===== config.mk =====
export PLATFORM = sky130hd
export DESIGN_NAME = pulse_stretch_gen_flat
export DESIGN_NICKNAME = d
export VERILOG_FILES = /design/src/rtl/pulse_stretch_gen_pkg.sv /design/src/rtl/pulse_stretch_gen_if.sv /design/src/rtl/pulse_stretch_gen_sat_updown_cnt.sv /design/src/rtl/pulse_stretch_gen.sv /design/src/flat_wrapper.sv
export SDC_FILE = /design/constraint.sdc
export NUM_CORES = 1
export LEC_CHECK = 0
export ABC_AREA = 1
export CAP_MARGIN = 20
export CORE_AREA = 2 2 39 41
export DETAILED_ROUTE_END_ITERATION = 12
export DIE_AREA = 0 0 41 43
export PLACE_DENSITY = 0.79
export SETUP_SLACK_MARGIN = 0.05
export SLEW_MARGIN = 20
export SYNTH_ARGS = -nofsm -noshare
export SYNTH_HDL_FRONTEND = slang
export SYNTH_SLANG_ARGS = --single-unit

===== constraint.sdc =====
create_clock -name clk -period 4.1 [get_ports clk]
set_input_delay 0.41 -clock clk [delete_from_list [all_inputs] [get_ports clk]]
set_output_delay 0.41 -clock clk [all_outputs]
set_load 0.005 [all_outputs]

===== src/rtl/pulse_stretch_gen_pkg.sv =====
// Shared types and width helpers for the pulse stretcher and its pending counter.
package pulse_stretch_gen_pkg;

    typedef enum logic [1:0] {
        StIdle = 2'd0,
        StHigh = 2'd1,
        StLow  = 2'd2
    } state_e;

    // Bits needed to hold values 0..max_val; never less than one bit.
    function automatic int unsigned cnt_width(input int unsigned max_val);
        return (max_val < 1) ? 1 : $clog2(max_val + 1);
    endfunction

    function automatic int unsigned max2(input int unsigned a, input int unsigned b);
        return (a > b) ? a : b;
    endfunction

endpackage


===== src/rtl/pulse_stretch_gen_if.sv =====
// Request/pulse interface of the pulse stretcher: request in, stretched pulse and status out.
interface pulse_stretch_gen_if #(
    parameter int unsigned MAX_PEND = 3
);
    import pulse_stretch_gen_pkg::*;

    localparam int unsigned PW = cnt_width(MAX_PEND);

    logic          din;
    logic          dout;
    logic          busy;
    logic [PW-1:0] pend;
    logic          ovf;

    modport master (output din, input dout, input busy, input pend, input ovf);
    modport slave  (input din, output dout, output busy, output pend, output ovf);

endinterface


===== src/rtl/pulse_stretch_gen_sat_updown_cnt.sv =====
// Saturating up/down counter holding queued requests; flags an increment lost at the limit.
module sat_updown_cnt #(
    parameter int unsigned WIDTH = 2
) (
    input  logic             clk,
    input  logic             resetn,
    input  logic             inc,
    input  logic             dec,
    input  logic [WIDTH-1:0] max,
    output logic [WIDTH-1:0] count,
    output logic             drop
);

    logic [WIDTH-1:0] count_q, count_d;
    logic             at_max;

    always_comb begin
        count_d = count_q;
        at_max  = (count_q == max);
        // A simultaneous inc and dec is a swap and can never overflow.
        drop    = inc & ~dec & at_max;
        if (inc && !dec && !at_max) begin
            count_d = count_q + WIDTH'(1);
        end else if (dec && !inc && (count_q != '0)) begin
            count_d = count_q - WIDTH'(1);
        end
    end

    always_ff @(posedge clk) begin
        if (!resetn) begin
            count_q <= '0;
        end else begin
            count_q <= count_d;
        end
    end

    assign count = count_q;

endmodule


===== src/rtl/pulse_stretch_gen.sv =====
// Turns single-cycle requests into HIGH_CYC-wide pulses separated by at least LOW_CYC low cycles.
module pulse_stretch_gen
    import pulse_stretch_gen_pkg::*;
#(
    parameter int unsigned HIGH_CYC = 2,
    parameter int unsigned LOW_CYC  = 1,
    parameter int unsigned MAX_PEND = 3
) (
    input  logic               clk,
    input  logic               resetn,
    pulse_stretch_gen_if.slave bus
);

    localparam int unsigned CW = cnt_width(max2(HIGH_CYC, LOW_CYC));
    localparam int unsigned PW = cnt_width(MAX_PEND);

    localparam logic [CW-1:0] HighLoad = CW'(HIGH_CYC - 1);
    localparam logic [CW-1:0] LowLoad  = CW'(LOW_CYC - 1);
    localparam logic [PW-1:0] PendMax  = PW'(MAX_PEND);

    state_e        state_q;
    logic [CW-1:0] phase_q;
    logic          dout_q;
    logic          busy_q;
    logic          ovf_q;

    logic [PW-1:0] pend;
    logic          pend_nz;
    logic          last_phase;
    logic          inc;
    logic          dec;
    logic          drop;

    assign pend_nz    = (pend != '0);
    assign last_phase = (phase_q == '0);

    // The final LOW cycle consumes one queued request if any, else takes din directly.
    always_comb begin
        inc = 1'b0;
        dec = 1'b0;
        unique case (state_q)
            StHigh: inc = bus.din;
            StLow: begin
                if (last_phase) begin
                    dec = pend_nz;
                    inc = bus.din & pend_nz;
                end else begin
                    inc = bus.din;
                end
            end
            default: ;
        endcase
    end

    sat_updown_cnt #(
        .WIDTH (PW)
    ) u_pend_cnt (
        .clk    (clk),
        .resetn (resetn),
        .inc    (inc),
        .dec    (dec),
        .max    (PendMax),
        .count  (pend),
        .drop   (drop)
    );

    always_ff @(posedge clk) begin
        if (!resetn) begin
            state_q <= StIdle;
            phase_q <= '0;
            dout_q  <= 1'b0;
            busy_q  <= 1'b0;
            ovf_q   <= 1'b0;
        end else begin
            ovf_q <= ovf_q | drop;
            case (state_q)
                StIdle: begin
                    if (bus.din) begin
                        state_q <= StHigh;
                        phase_q <= HighLoad;
                        dout_q  <= 1'b1;
                        busy_q  <= 1'b1;
                    end
                end
                StHigh: begin
                    if (last_phase) begin
                        state_q <= StLow;
                        phase_q <= LowLoad;
                        dout_q  <= 1'b0;
                    end else begin
                        phase_q <= phase_q - CW'(1);
                    end
                end
                StLow: begin
                    if (!last_phase) begin
                        phase_q <= phase_q - CW'(1);
                    end else if (pend_nz || bus.din) begin
                        state_q <= StHigh;
                        phase_q <= HighLoad;
                        dout_q  <= 1'b1;
                    end else begin
                        state_q <= StIdle;
                        busy_q  <= 1'b0;
                    end
                end
                default: begin
                    state_q <= StIdle;
                    phase_q <= '0;
                    dout_q  <= 1'b0;
                    busy_q  <= 1'b0;
                end
            endcase
        end
    end

    assign bus.dout = dout_q;
    assign bus.busy = busy_q;
    assign bus.pend = pend;
    assign bus.ovf  = ovf_q;

endmodule

===== src/flat_wrapper.sv =====
// flat-port wrapper written by rule: the top's interface ports become plain ports
module pulse_stretch_gen_flat import pulse_stretch_gen_pkg::*;
#(
    parameter int unsigned HIGH_CYC = 2,
    parameter int unsigned LOW_CYC  = 1,
    parameter int unsigned MAX_PEND = 3
)
  (clk, resetn, bus_din, bus_dout, bus_busy, bus_pend, bus_ovf);
  pulse_stretch_gen_if #(.MAX_PEND(MAX_PEND)) bus_i ();
  input  logic clk;
  input  logic resetn;
  input wire logic [$bits(bus_i.din)-1:0] bus_din;
  output wire logic [$bits(bus_i.dout)-1:0] bus_dout;
  output wire logic [$bits(bus_i.busy)-1:0] bus_busy;
  output wire logic [$bits(bus_i.pend)-1:0] bus_pend;
  output wire logic [$bits(bus_i.ovf)-1:0] bus_ovf;
  assign bus_i.din = bus_din;
  assign bus_dout = bus_i.dout;
  assign bus_busy = bus_i.busy;
  assign bus_pend = bus_i.pend;
  assign bus_ovf = bus_i.ovf;
  pulse_stretch_gen #(.HIGH_CYC(HIGH_CYC), .LOW_CYC(LOW_CYC), .MAX_PEND(MAX_PEND)) u_core (.clk(clk), .resetn(resetn), .bus(bus_i));
endmodule

==> summary.md <==
| Metric | Value |
|---|---|
| Top Family by Delay on Critical Path | `buffers and inverters` |
| Vias in the first global route | `503` |
| TritonCTS sink count | `9` |
| Clock power frac | `15.8%` |
| Post-CTS resize count | `0` |
| Crit path buf inv count | `1` |
| Synth top area share | `30.51%` |
| Crit share post-route | `39.34%` |
| Post-synthesis async set-or-reset flop share | `0%` |
| CP max stage delay | `0.53 ns` |
| Avg Inst Size Synth | `6.711 sq um` |
| Startpoint Class | `flip-flop` |
| Top cells by count, synth | `inv_1 (18), nand2_1 (18), dfxtp_1 (9), nand3_1 (9), nor2_1 (7)` |
| FF/Latch Area | `180.2 sq um` |
| Worst VDD drop | `0.2649 mV` |
| Layout cell share with drive strength beyond 1 | `14.14%` |
| Dpl hpwl | `935.1 microns` |
| Die height | `43 microns` |
| Pin count of the biggest net entering global routing | `8` |
| Reg2reg setup slack | `2.53 ns` |
| Reg clk slew, reported paths | `0.06 ns` |
| Post-synthesis sequential area ratio | `30.51%` |
| Hold Buf Count CTS | `0` |
| Max-cap viol count | `0` |
| Initial antenna violation count | `0` |
| Worst hold path type | `reg -> reg` |
| Worst path cell trace | `clkdlybuf4s50_1` |
| Status | `finished clean` |
| DRC | `0` |
| Io pins | `8` |
| Reg-to-Reg End | `u_core.state_q[1]$_SDFFE_PN0P_` |
| Reg2Reg Depth | `8` |
| Via count | `578` |
| Synth area leaders | `dfxtp_1 (31%), inv_1 (11%), nand2_1 (11%)` |
| # Post-CTS Setup Buffers | `0` |
| Internal | `0.0002478 W` |
| CP max FO | `6` |
| WHS Path Cells | `2` |
| Num CTS Buffers | `3` |
| Htree depth | `1` |
| Yosys warning total | `0` |
| Fin. max-slew vios | `0` |
| Fin Setup TNS | `0 ns` |
| Fmax | `620.0 MHz` |
| Clock Skews | `0.006336 ns` |
| Total track usage | `17.15%` |
| Worst EP required | `3.69 ns` |
| Fill cells | `144` |
| Routed len/inst | `10.57 microns` |
| # rows | `14` |
| Crit path DAT | `1.20 ns` |
| Unique masters post-synth | `17` |
| Clk_lat worst skew | `0.27 ns` |
| CP Capture Type | `output port` |
| Util after Layout | `51.09%` |
| Area Overhead vs Synth | `19.70%` |
| Hold worst-path end | `u_core.bus.busy$_SDFFE_PN0P_` |
| Max_slew headroom | `82.85%` |
| Hold Vio Cnt, Final | `0` |
| Maximum buffer depth of the clock tree | `2` |
| Minimum clock period | `1.613 ns` |
| Min-delay src | `u_core.bus.busy$_SDFFE_PN0P_` |
| Vias per inst | `5.026` |
| Net Sw Frac | `46.24%` |
| Comb pwr share | `55.1%` |
| EDFF count, synth | `0` |
| TritonCTS clock tree | `done` |
| GR Overflow Total | `0` |
| Final antenna diode count | `0` |
| Drt total wl | `1215 microns` |
| Main synth FF type | `dfxtp_1` |
| LEAKAGE | `0.3407 nW` |
| Initial core utilization | `42.68%` |
| Core footprint | `1384 sq um` |
| Seq pwr share | `29.2%` |
| Crit path max-delay cell type | `clkdlybuf4s50_1` |
| Syn nets | `96` |
| Port Buffers | `7` |
| Worst reg2reg path startpoint | `u_core.state_q[0]$_SDFFE_PN0P_` |
| Netlist Area Pre-Place | `590.6 sq um` |
| Post-synth top area cell | `dfxtp_1` |
| Overall power | `0.0004610 W` |
| Worst Tran Pin Value | `0.2573 ns` |
| GPL Wtd Cong | `0.8551` |
| Final ANT Viol Nets | `0` |
| Multi-input gate area | `339.1 sq um` |
| Power per cell area | `652.1 nW/um^2` |
| Die area | `1763 sq um` |
| Mapped Cells | `88` |
| Root Buffer | `clkbuf_4` |
| Register bit total from synthesis | `9` |
| Nets | `108` |
| 1st-iter DRT viols | `14` |
| Psw | `0.0002132 W` |
| RSZ-0062 raised after global routing | `false` |
| First-pass GRT wire length | `2001 microns` |
| Die W | `41 microns` |
| Critical path class | `reg -> out` |
| DR pass1 iterations | `4` |
| Setup violators final | `0` |
-- layer usage --
layer / wire [microns] / global-route usage (%)
met1: 528 / 19.93
met2: 588 / 26.56
met3: 56 / 3.141
met4: 42 / 12.00
met5: 0 / 0
-- metrics by stage --
step / cell area [sq um] / std cells / setup slack, ns / hold WS (ns)
detailed placement: 680.7 / 111 / 2.540 / 0.4405
floorplan: 590.6 / 88 / 2.750 / 0.4396
global placement: 680.7 / 111 / 2.590 / 0.4343
global route: 706.9 / 115 / 2.415 / 0.4835
CTS: 706.9 / 115 / 2.480 / 0.4491
finish: 706.9 / 115 / 2.487 / 0.4449
-- cell usage in the layout (no fill, tap or decap) --
master	synthesis	final
inv_1	18	18
nand2_1	18	18
nand3_1	9	9
dfxtp_1	9	9
nor2_1	7	7
clkdlybuf4s50_1	0	7
a21oi_1	5	5
ha_1	5	5
nor2_2	3	3
clkbuf_4	0	3
o21ai_2	2	2
o21ai_0	2	2
nand2_2	2	2
a21oi_2	2	2
nand4_1	2	2
nor2_4	1	1
inv_2	1	1
nand3b_1	1	1
o21ai_1	1	1
clkbuf_1	0	1
-- final cells by class --
type | instances | share of cell area, %
clock buffers | 4 | 3.717
inverters | 19 | 10.09
multi-input cells | 60 | 47.96
flip-flops and latches | 9 | 25.49
well taps | 16 | 2.832
repair buffers | 7 | 9.912
-- kinds of logic after synthesis --
family | count (synthesis) | share of synthesized area [%]
AOI/OAI and AO/OA | 12 | 12.71
adders and majority gates | 5 | 10.59
buffers and inverters | 19 | 12.07
DFF | 9 | 30.51
and+or+nand+nor | 43 | 34.11
-- sequential cells by signal, indices dropped and copies added (netlist names) --
name and cells:
u_core.bus.busy 1, u_core.state_q 2, u_core.bus.ovf 1, u_core.bus.dout 1
u_core.u_pend_cnt.count 2, u_core.phase_q 2
-- power groups by stage --
stage | combinational (W) | clock (W) | sequential [W]
3_3_place_gp | 0.000245 | 0 | 0.000134
3_5_place_dp | 0.000251 | 0 | 0.000136
4_1_cts | 0.000255 | 0.0000741 | 0.000134
6_report | 0.000254 | 0.0000726 | 0.000134
2_1_floorplan | 0.000192 | 0 | 0.000132
5_1_grt | 0.000288 | 0.0000778 | 0.000137
-- worst max-delay path by stage --
stage	from	endpoint	slack, ns	cells past startpoint
after floorplan	u_core.state_q[0]$_SDFFE_PN0P_	u_core.state_q[1]$_SDFFE_PN0P_	2.75	8
after global placement	bus_din	u_core.bus.ovf$_SDFF_PN0_	2.59	7
after detailed placement	u_core.state_q[0]$_SDFFE_PN0P_	u_core.state_q[1]$_SDFFE_PN0P_	2.54	8
after CTS	u_core.u_pend_cnt.count[0]$_SDFFE_PN0P_	bus_pend[0]	2.48	1
after global routing	u_core.state_q[0]$_SDFFE_PN0P_	u_core.state_q[1]$_SDFFE_PN0P_	2.42	8
final	u_core.u_pend_cnt.count[0]$_SDFFE_PN0P_	bus_pend[0]	2.49	1
Power figures use the tool's default switching activity.
